**src/rtl/obstacle_pkg.sv**
```systemverilog
// rtl/obstacle_pkg.sv - shared encodings for the obstacle spawn scheduler
package obstacle_pkg;

    localparam int COUNT_W = 16;

    localparam logic [1:0] TYPE_SMALL = 2'd0;
    localparam logic [1:0] TYPE_LARGE = 2'd1;
    localparam logic [1:0] TYPE_BIRD  = 2'd2;
    localparam logic [1:0] TYPE_RSVD  = 2'd3;

    localparam logic [1:0] ST_IDLE  = 2'd0;
    localparam logic [1:0] ST_LOAD  = 2'd1;
    localparam logic [1:0] ST_WAIT  = 2'd2;
    localparam logic [1:0] ST_ISSUE = 2'd3;

    // Small cacti are twice as likely as large cacti or birds.
    function automatic logic [1:0] type_from_rnd(input logic [1:0] sel);
        case (sel)
            2'b10:   return TYPE_LARGE;
            2'b11:   return TYPE_BIRD;
            default: return TYPE_SMALL;
        endcase
    endfunction

endpackage

```
**src/rtl/obstacle_gap_timer.sv**
```systemverilog
// rtl/obstacle_gap_timer.sv - 8-bit loadable down-counter with tick enable and zero flag
module obstacle_gap_timer (
    input  logic       clk,
    input  logic       rst_n,
    input  logic       clr,
    input  logic       load,
    input  logic [7:0] load_val,
    input  logic       dec,
    output logic [7:0] count,
    output logic       zero
);

    always_ff @(posedge clk or negedge rst_n) begin
        if (!rst_n) begin
            count <= 8'd0;
        end else if (clr) begin
            count <= 8'd0;
        end else if (load) begin
            count <= load_val;
        end else if (dec && (count != 8'd0)) begin
            count <= count - 8'd1;
        end
    end

    assign zero = (count == 8'd0);

endmodule

```
**src/rtl/obstacle_scheduler.sv**
```systemverilog
// rtl/obstacle_scheduler.sv - paces obstacle spawn requests with a randomised tick gap
module obstacle_scheduler
    import obstacle_pkg::*;
#(
    parameter int GAP_MIN = 40,
    parameter int GAP_W   = 5
) (
    input  logic               clk,
    input  logic               rst_n,
    input  logic               enable,
    input  logic               tick,
    input  logic [29:0]        rnd,
    input  logic               spawn_ready,
    output logic               spawn_valid,
    output logic [1:0]         spawn_type,
    output logic [1:0]         spawn_height,
    output logic [COUNT_W-1:0] spawn_count
);

    logic [1:0]         state;
    logic [COUNT_W-1:0] count_q;
    logic               last_bird;
    logic [7:0]         gap_val;
    logic [7:0]         gap_count;
    logic               gap_zero;
    logic [1:0]         cand_type;
    logic [1:0]         cand_height;
    logic [1:0]         rnd_type;
    logic               unused_rnd;

    assign unused_rnd = ^rnd[25:GAP_W];
    assign gap_val    = 8'(GAP_MIN) + 8'(rnd[GAP_W-1:0]);
    assign rnd_type   = type_from_rnd(rnd[29:28]);

    // Two birds in a row are unjumpable at speed, so a second bird becomes a small cactus.
    always_comb begin
        cand_type   = rnd_type;
        cand_height = 2'd0;
        if (rnd_type == TYPE_BIRD) begin
            if (last_bird) begin
                cand_type = TYPE_SMALL;
            end else if (rnd[27:26] != 2'd3) begin
                cand_height = rnd[27:26];
            end
        end
    end

    obstacle_gap_timer u_gap_timer (
        .clk      (clk),
        .rst_n    (rst_n),
        .clr      (!enable),
        .load     (state == ST_LOAD),
        .load_val (gap_val),
        .dec      ((state == ST_WAIT) && tick),
        .count    (gap_count),
        .zero     (gap_zero)
    );

    always_ff @(posedge clk or negedge rst_n) begin
        if (!rst_n) begin
            state        <= ST_IDLE;
            spawn_valid  <= 1'b0;
            spawn_type   <= TYPE_SMALL;
            spawn_height <= 2'd0;
            count_q      <= '0;
            last_bird    <= 1'b0;
        end else if (!enable) begin
            state       <= ST_IDLE;
            spawn_valid <= 1'b0;
        end else begin
            case (state)
                ST_IDLE: begin
                    state <= ST_LOAD;
                end
                ST_LOAD: begin
                    spawn_type   <= cand_type;
                    spawn_height <= cand_height;
                    state        <= ST_WAIT;
                end
                ST_WAIT: begin
                    if (gap_zero || (tick && (gap_count == 8'd1))) begin
                        spawn_valid <= 1'b1;
                        state       <= ST_ISSUE;
                    end
                end
                default: begin
                    if (spawn_valid && spawn_ready) begin
                        spawn_valid <= 1'b0;
                        count_q     <= count_q + 1'b1;
                        last_bird   <= (spawn_type == TYPE_BIRD);
                        state       <= ST_LOAD;
                    end
                end
            endcase
        end
    end

    assign spawn_count = count_q;

endmodule

```
**config.mk**
```make
export PLATFORM = sky130hd
export DESIGN_NAME = obstacle_scheduler
export DESIGN_NICKNAME = d
export VERILOG_FILES = /design/src/rtl/obstacle_pkg.sv /design/src/rtl/obstacle_gap_timer.sv /design/src/rtl/obstacle_scheduler.sv
export SDC_FILE = /design/constraint.sdc
export NUM_CORES = 1
export LEC_CHECK = 0
export CAP_MARGIN = 20
export CORE_AREA = 5 5 114 62
export DETAILED_ROUTE_END_ITERATION = 10
export DIE_AREA = 0 0 119 67
export PLACE_DENSITY = 0.62
export SYNTH_ARGS = -nofsm -noshare
export SYNTH_HDL_FRONTEND = slang
export SYNTH_SLANG_ARGS = --single-unit
```
**constraint.sdc**
```tcl
create_clock -name clk -period 3.15 [get_ports clk]
set_clock_uncertainty 0.05 [all_clocks]
set_input_delay 0.315 -clock clk [delete_from_list [all_inputs] [get_ports clk]]
set_output_delay 0.315 -clock clk [all_outputs]
set_load 0.05 [all_outputs]
```
# --- Word-level counts from Yosys, hierarchy flattened ---
# Cells that the tools add are included.
# W data, S select, Z words.
totals:
  ff_bits: 32
  input_bits: 35
  word_cells: 55
op_classes:
  addsub: 3
  n_eq_ne: 13
  muxes: 17
  bitwise: 1
  reduce_logical: 14
op_table:
  columns: ["cell", "n"]
  rows:
  - ["$mux W8", 3]
  - ["$add A16 B1 Y16 const B", 1]
  - ["$mux W2", 8]
  - ["$eq A2 B2 Y1 const B", 5]
  - ["$eq A8 B1 Y1 const B", 1]
  - ["$logic_not A8 Y1", 1]
  - ["$reduce_bool A8 Y1", 1]
  - ["$sub A8 B1 Y8 const B", 1]
  - ["$add A6 B5 Y7 const A", 1]
  - ["$ne A3 B1 Y1 const B", 2]
  - ["$pmux W2 S3", 1]
  - ["$reduce_and A3 Y1", 2]
  - ["$ne A5 B1 Y1 const B", 1]
  - ["$logic_and A1 B1 Y1", 4]
  - ["$ne A2 B2 Y1 const B", 2]
  - ["$pmux W2 S2", 1]
  - ["$reduce_and A2 Y1", 2]
  - ["$mux W1", 3]
  - ["$ne A3 B2 Y1 const B", 1]
  - ["$reduce_or A3 Y1", 1]
  - ["$eq A2 B1 Y1 const B", 1]
  - ["$logic_not A2 Y1", 1]
  - ["$pmux W1 S2", 1]
  - ["$reduce_or A2 Y1", 1]
  - ["2 further kinds", 2]

# --- Logic depth before layout (Yosys ltp) ---
# Gate-level depths: netlist (run 1).
depth:
  depth_word: 6
  depth_mapped: 7

# --- Hierarchy ---
# From an unflattened synthesis (run 1), not the netlist that was laid out.
hier_totals:
  cells_unflattened: 173
  area_unflattened_um2: 1757.9
by_module_without_submodules:
  columns: ["module", "instances", "cells_per_inst", "area_each_um2", "seq_area_each_um2"]
  rows:
  - ["obstacle_scheduler", 1, 112, 1202.4, 600.6]
  - ["obstacle_gap_timer", 1, 61, 555.5, 200.2]

# --- Worst setup path before layout (run 1) ---
# No wires, ideal clock.
synth_path:
  path_type: "reg2reg"
  from: "reg count_q[0], in the netlist spawn_count[0]"
  to: "reg count_q[14], in the netlist spawn_count[14]"
  setup_ns: 0.141
  t_arrival_ns: 1.686
  required_ns: 2.959
  slack_ns: 1.273
  path_stages_with_launch: 6
  cell_sequence: "dfrtp_1 -> ha_1 -> nand3_1 -> nor4_2 -> nand3_1 -> xnor2_1"
synth_between:
  elab_chain_cells: 1
synth_lines:
  columns: ["item", "line_no", "source"]
  rows:
  - ["start, declared", "obstacle_scheduler.sv:21", "logic [COUNT_W-1:0] count_q;"]
  - ["start signal, assigned", "obstacle_scheduler.sv:89", "count_q <= count_q + 1'b1;"]
  - ["$add A16 B1 Y16", "obstacle_scheduler.sv:89", null]
# No other way between the ends.
# A chain may end at the register's enable or synchronous reset.

# --- Worst setup path in the final report (run 1) ---
layout_path:
  from: "reg count_q[2], in the netlist spawn_count[2]"
  to: "out spawn_count[2]"
layout_lines:
  columns: ["item", "line_no", "source"]
  rows:
  - ["end, declared", "obstacle_scheduler.sv:17", "output logic [COUNT_W-1:0] spawn_count"]
# No word-level cell between the ends.

==> results of run 1 <==
-- final cells by class --
class | count | area [µm²] | share of cell area (%)
clock inverters | 1 | 5.00 | 0.218
clock buffers | 6 | 129 | 5.61
repair buffers | 36 | 355 | 15.5
well taps | 77 | 96.3 | 4.20
multi-input cells | 125 | 883 | 38.5
flip-flops and latches | 32 | 801 | 34.9
inverters | 7 | 26.3 | 1.14
-- cells in the mapped netlist (2+ instances only) --
master                     count
sky130_fd_sc_hd__mux2i_1       2
sky130_fd_sc_hd__nand3_1      14
sky130_fd_sc_hd__xnor2_1      14
sky130_fd_sc_hd__xor2_1        4
sky130_fd_sc_hd__a21o_1        2
sky130_fd_sc_hd__nand2_1      22
sky130_fd_sc_hd__nor3_2        2
sky130_fd_sc_hd__clkbuf_1      2
sky130_fd_sc_hd__nor2_1        7
sky130_fd_sc_hd__a21oi_1       6
sky130_fd_sc_hd__a32o_1        2
sky130_fd_sc_hd__and3_1        2
sky130_fd_sc_hd__inv_1         7
sky130_fd_sc_hd__a31oi_1       2
sky130_fd_sc_hd__nor3_1        2
sky130_fd_sc_hd__nand4_1       4
sky130_fd_sc_hd__nand2b_1      4
sky130_fd_sc_hd__ha_1         10
sky130_fd_sc_hd__or3_1         2
sky130_fd_sc_hd__o21ai_0       6
sky130_fd_sc_hd__nor4_2        3
sky130_fd_sc_hd__dfrtp_1      32
-- power by group --
| part | switching [mW] | leakage, nW | internal [mW] |
|---|---|---|---|
| combinational | 0.321 | 0.508 | 0.231 |
| sequential | 0.0814 | 0.438 | 0.474 |
| clock | 0.159 | 0.0667 | 0.286 |
-- registers in the layout, summed over array words and instances, names as in the netlist --
name	cells
last_bird	1
spawn_count	16
spawn_height	2
spawn_type	2
spawn_valid	1
state	2
u_gap_timer.count	8
-- kinds of logic (layout without fill, tap and decap cells) --
group           count (synthesis)  count (layout)  share of synthesized area (%)
compound gates                 26              26                           10.4
xor+xnor                       18              18                           9.15
fa+ha+maj                      10              10                           7.26
buf+inv                        10              50                           2.25
flops                          32              32                           46.5
mux                             2               2                           1.16
simple gates                   69              69                           23.3
-- worst paths after layout --
check	from	endpoint	slack, ps	cells past startpoint
min in group clk	spawn_count[15]$_DFFE_PN0P_	spawn_count[15]$_DFFE_PN0P_	430	1
max in group asynchronous	rst_n	spawn_count[11]$_DFFE_PN0P_	2360	2
worst max register to register	u_gap_timer.count[0]$_DFFE_PN0P_	u_gap_timer.count[5]$_DFFE_PN0P_	1230	6
worst max-delay path	spawn_count[2]$_DFFE_PN0P_	spawn_count[2]	1230	1
worst min register to register	spawn_count[15]$_DFFE_PN0P_	spawn_count[15]$_DFFE_PN0P_	430	1
worst min-delay path	rst_n	u_gap_timer.count[4]$_DFFE_PN0P_	390	2
-- metal layers --
layer / share of wire [%] / vias up
met2: 35 / 43
met3: 8.1 / 2
met4: 0.48 / 0
met5: 0 / -
li1: - / 675
met1: 56 / 631
-- per-stage QoR --
stage          std cells  util (%)  cell area (µm²)
3_5_place_dp         277      36.6             2160
4_1_cts              284      38.9             2300
5_1_grt              284      38.9             2300
3_3_place_gp         277      36.6             2160
2_1_floorplan        167         -             1720
6_report             284      38.9             2300
==> results.md, run 1 <==
- The flow ran to the end, and the final reports show no timing, DRC or antenna violations.
- The post-synthesis cell type count is 38.
- The slew at the pin with the worst max-slew slack is 508 ps.
- The violation count after the first detailed-routing iteration is 102.
- The most common flop cell mapped by yosys is sky130_fd_sc_hd__dfrtp_1.
- In the post-synthesis netlist, the biggest area contributors are sky130_fd_sc_hd__dfrtp_1 46%, sky130_fd_sc_hd__ha_1 7.3%, sky130_fd_sc_hd__xnor2_1 7.1%.
- The most common cell after layout, fill and taps aside is sky130_fd_sc_hd__clkdlybuf4s50_1.
- The analysis attributes to cell leakage a power of 1.01 nW.
- The data arrival at the endpoint of the critical path is 1560 ps.
- Setup violations remaining at the end of the flow were counted as 0.
- The final critical-path required period is 1920 ps.
- The maximum number of buffers from clock root to sink is 2.
- The clock tree synthesis step divided the H-tree into 2 levels.
- The first-pass GRT wire length is 6680 µm.
- The required time at the worst-slack endpoint is 2780 ps.
- For this run, global-route usage on met2 was measured as 13.0%.
- Along the worst path, the maximum fanout reaches 5.
- The later pin in the worst-skew pair is clocked with a latency of 270 ps.
- The number of hold-slack violations in the final timing report is 0.
- The type of element capturing the critical path is an output port.
- The number of antenna diodes in the final layout is 0.
- The floorplan has 20 rows.
- The cell count after synthesis is 167.
- Hold timing on the final database bottoms out at a slack of 389 ps.
- The count of instances resized after the clock tree is built is 0.
- The number of enable-type register cells in the synthesized netlist is 0.
- The met3 layer usage reported by global route is 4.75%.
- The clock tree root driver cell is sky130_fd_sc_hd__clkbuf_16.
- The die outline height is 67 µm.
- The via count of the first global-routing pass is 1,281.
- The total global routing track utilization is 10.9%.
- The leftover overflow at the end of global routing is 0.
- The area added between synthesis and finish is 33.3%.
- Summed over all instances, the cell type with the most area after synthesis is sky130_fd_sc_hd__dfrtp_1.
- The detailed-route wire length per cell is 13.9 µm.
- The clock transition at the registers of the reported paths is 50 ps.
- At the end of routability-driven placement, the weighted congestion stood at 0.841.
- The worst-case headroom to the max-slew limit is 66.0%.
- The setup total negative slack is 0 ps.
- The final wirelength is 3950 µm.
- Across all setup checks in the final design, the least slack found is 1230 ps.
- Buffers inserted during clock tree synthesis total 5.
- The number of max-slew violations in the final report is 0.
- The tool flagged a number of max-cap violations equal to 0.
- The effective utilization at floorplan is 29.2%.
- The number of detailed-routing iterations run before antenna repair is 6.
- VDD sags by at most 0.277 mV.
- The highest achievable clock rate is 520 MHz.
- The worst setup path is launched from a flop.
- In this run the worst hold path is classified as in2async.
- On the worst path, the slowest cell contributes a delay of 840 ps.
- Across all layers, the routed design uses 1,351 vias.
- Sequential cells were found to cover 46.5% of the synthesized design area.
- Synthesis inferred 32 register bits.
- The share of the clock period used by the worst path is 61.1%.
- In this run the biggest area consumer among cell types represents 46.5% of the synthesized area.
- The top cell family by delay on the critical path is buffers and inverters.
- The number of ports placed on the die boundary is 56.
- The floorplan step set the die width to 119 µm.
- The detail route stage leaves a number of antenna-violating nets equal to 0.
- The number of antenna violations at the first check in global routing is 0.
- The count of hold buffers inserted by post-cts repair is 0.
- The post-CTS setup-driven buffer insertion count is 0.
- Of the cells placed in the final design, the portion with a size suffix greater than 1 is 8.70%.
- The met1 track utilization from global routing is 16.3%.
- During placement, the flow inserted port buffers numbering 34.
- The floorplan step defined a die boundary enclosing 7970 µm².
- The routed via count divided by cell count is 4.76.
- After detailed routing, the number of remaining DRC violations is 0.
- The core region is 5910 µm².
- The placed wire-length estimate is 3020 µm.
- Setup repair after global routing left no endpoint under its margin.
- In the synthesized netlist the async set-or-reset flop fraction comes to 100%.
- The total chip power is 1.55 mW.
- Power spread over the standard cell area amounts to 676 nW/µm².
- The combined area of all synthesized cells is 1720 µm².
- Counting every sink on the clock net gives 32.
- Counting every net in the synthesized netlist gives 212.
- The most crowded layer after global routing is met1.
- Timing analysis after detailed placement gives a worst setup slack of 1030 ps.
- The number of buffers and inverters on the critical path is 1.
- TritonCTS built the clock tree.
- Entering global routing, the biggest net connects 33 pins.
- The total number of nets in the final design is 252.
- The warning count from the yosys run is 0.
- The setup path with the least slack is of type reg2out.
- The critical path goes through clkdlybuf4s50_1.
- After filler insertion, the fill cell instance count of the layout stands at 583.
- The top cell types in the final layout, fill and taps aside, are 34 x sky130_fd_sc_hd__clkdlybuf4s50_1, 32 x sky130_fd_sc_hd__dfrtp_1, 22 x sky130_fd_sc_hd__nand2_1.
- On the critical path, the stage with the largest delay is an instance of sky130_fd_sc_hd__clkdlybuf4s50_1.
- Dividing the synthesized area by the synthesized cell count gives 10.3 µm².
No activity file was read; power rests on OpenSTA's default activity.
==> run 2, diff against run 1 <==
Clock period 3.15 ns to 1.9 ns, I/O delays scaled along.
==> results.md, run 2 (synthesized netlist as in run 1, its figures left out) <==
- Of the cells placed in the final design, the portion with a size suffix greater than 1 is 15.9%.
- In this run the horizontal extent of the chip is 119 µm.
- In the final routed layout, each cell accounts on average for 13.8 µm.
- The number of standard-cell rows in the floorplan is 20.
- The final layout contains 264 nets.
- The number of buffers and inverters on the critical path is 1.
- The filler cell count is 590.
- The worst register-to-register path has a depth of 4.
- The floorplan step defined a core boundary enclosing 5910 µm².
- The number of hold-slack violations in the final timing report was 0.
- The number of detailed-routing iterations run before antenna repair is 4.
- The via count of the first global-routing pass was 1,327.
- The area added between synthesis and finish is 39.7%.
- The highest achievable clock rate is 557 MHz.
- The H-tree was split into 2 levels.
- For the worst setup path, the data arrival time is 1560 ps.
- No sink is reached through more buffers than the 2 on the longest clock path.
- TritonCTS built the clock tree.
- Setup repair after global routing left no endpoint under its margin.
- The count of nets left with antenna violations once routing finished came out at 0.
- The die covers 7970 µm².
- The first-pass GRT wire length is 6790 µm.
- The flow ran to the end, and the final reports show no timing, DRC or antenna violations.
- The top cell types in the final layout, fill and taps aside, are 32 x sky130_fd_sc_hd__clkdlybuf4s50_1, 32 x sky130_fd_sc_hd__dfrtp_1, 22 x sky130_fd_sc_hd__nand2_1.
- The slew at the pin with the worst max-slew slack is 504 ps.
- During I/O placement, the number of pins put on the boundary was 56.
- STA classifies the critical path startpoint as a flop.
- The total of max-cap violations is 0.
- Summed over all cells, the static leakage comes to 1.08 nW.
- The leftover overflow at the end of global routing is 0.
- The total global routing track utilization is 11.0%.
- The number of max-slew violations in the final report is 0.
- After detailed routing, the number of remaining DRC violations is 0.
- The largest individual stage delay along the critical path comes from the cell sky130_fd_sc_hd__clkdlybuf4s50_1.
- The worst-case headroom to the max-slew limit is 66.3%.
- Setup violations remaining at the end of the flow were counted as 0.
- The count of buffers from port buffering is 34.
- VDD sags by at most 0.363 mV.
- In this run, CTS created clock tree buffers numbering 5.
- The maximum number of pins on one net before global-route repair is 33.
- The violation count after the first detailed-routing iteration is 64.
- Once layout is done, the placed cells without fillers occupy 2410 µm².
- The final critical path takes up 94.5% of the cycle.
- The clock reaches the later pin of the worst-skew pair after 270 ps.
- The cell sitting at the root of the clock tree is a sky130_fd_sc_hd__clkbuf_16.
- The number of vias in the routed layout is 1,361.
- The type of the tightest min-delay check is in2async.
- For this design the ratio of total power to cell area is 1150 nW/µm².
- The setup path with the least slack is of type reg2out.
- Walking the worst path, the cells encountered are clkdlybuf4s50_1.
- The required time at the worst-slack endpoint is 1660 ps.
- The die outline height is 67 µm.
- In this design, the stage delay of the slowest critical-path cell is 840 ps.
- The type of element capturing the critical path is an output port.
- The completed layout was analyzed and its total power is 2.76 mW.
- In this run the number of cells on the critical path is 1.
- The final critical-path required period is 1800 ps.
- The number of antenna diodes is 0.
- The top cell family by delay on the critical path is buffers and inverters.
- The setup total negative slack is 0 ps.
- The number of antenna violations at the first check in global routing is 0.
- Clock-pin slew was measured on the worst setup and hold paths at 50 ps.
- The routed via count divided by cell count is 4.58.
- The placed wire-length estimate is 3100 µm.
- Along the worst path, the maximum fanout reaches 5.
- The effective utilization at floorplan is 29.2%.
- The register with the most flip-flops in the layout has 16 of them.
- After detailed placement, the total cell area comes to 2230 µm².
- The clock sink count is 32.
- The placer congestion estimate is 0.792.
- The final wirelength is 4110 µm.
## run 2: cell count changes in the layout (fill, tap and decap cells not counted), sizes merged
cell           change
buf               +14
clkdlybuf4s50      -2
clkinv             +1
## run 2: stage by stage
stage / setup WS, ps / hold WS [ps] / utilization (%) / instances
after detailed placement: 61.5 / 423 / 37.8 / 287
final: 105 / 269 / 40.7 / 297
after global placement: 57.4 / 419 / 37.8 / 287
after floorplan: 23.3 / -156 / - / 167
after CTS: 47.1 / 298 / 40.3 / 295
after global routing: 4.02 / 329 / 40.7 / 297
## run 2: where the power goes
part | internal [mW] | switching, mW | leakage [nW] | total, mW
logic | 0.481 | 0.583 | 0.571 | 1.06
registers | 0.785 | 0.119 | 0.438 | 0.904
clock network | 0.515 | 0.279 | 0.0766 | 0.794
total | 1.78 | 0.981 | 1.08 | 2.76
## run 2: routing by layer
layer | GRT usage [%] | part of all wire (%)
met3 | 4.16 | 6.0
met4 | 3.90 | 0.58
met5 | 0 | 0
met1 | 17.0 | 58
met2 | 13.2 | 36
## run 2: path summary, 6_finish.rpt
check / slack [ps] / to / from
min reg2reg: 420 / spawn_count[15]$_DFFE_PN0P_ / spawn_count[15]$_DFFE_PN0P_
min in group clk: 420 / spawn_count[15]$_DFFE_PN0P_ / spawn_count[15]$_DFFE_PN0P_
min: 270 / u_gap_timer.count[2]$_DFFE_PN0P_ / rst_n
max reg2reg: 100 / state[1]$_DFFE_PN0P_ / u_gap_timer.count[5]$_DFFE_PN0P_
max: 100 / spawn_valid / spawn_valid$_DFFE_PN0P_
max in group asynchronous: 1230 / spawn_count[13]$_DFFE_PN0P_ / rst_n
## run 2: area by class of cell
class	instances	area, µm²	share of cell area [%]
repair buffers	48	440	18.3
multi-input cells	125	893	37.1
clock inverters	2	10.0	0.416
inverters	7	26.3	1.09
well taps	77	96.3	4.00
clock buffers	6	139	5.77
flip-flops and latches	32	801	33.3
## run 2: what timing repair did
item	4_1_cts	5_1_grt
hold buffers	0	0
setup endpoints to repair	0	1
gates resized for setup	0	2
setup buffers	0	2
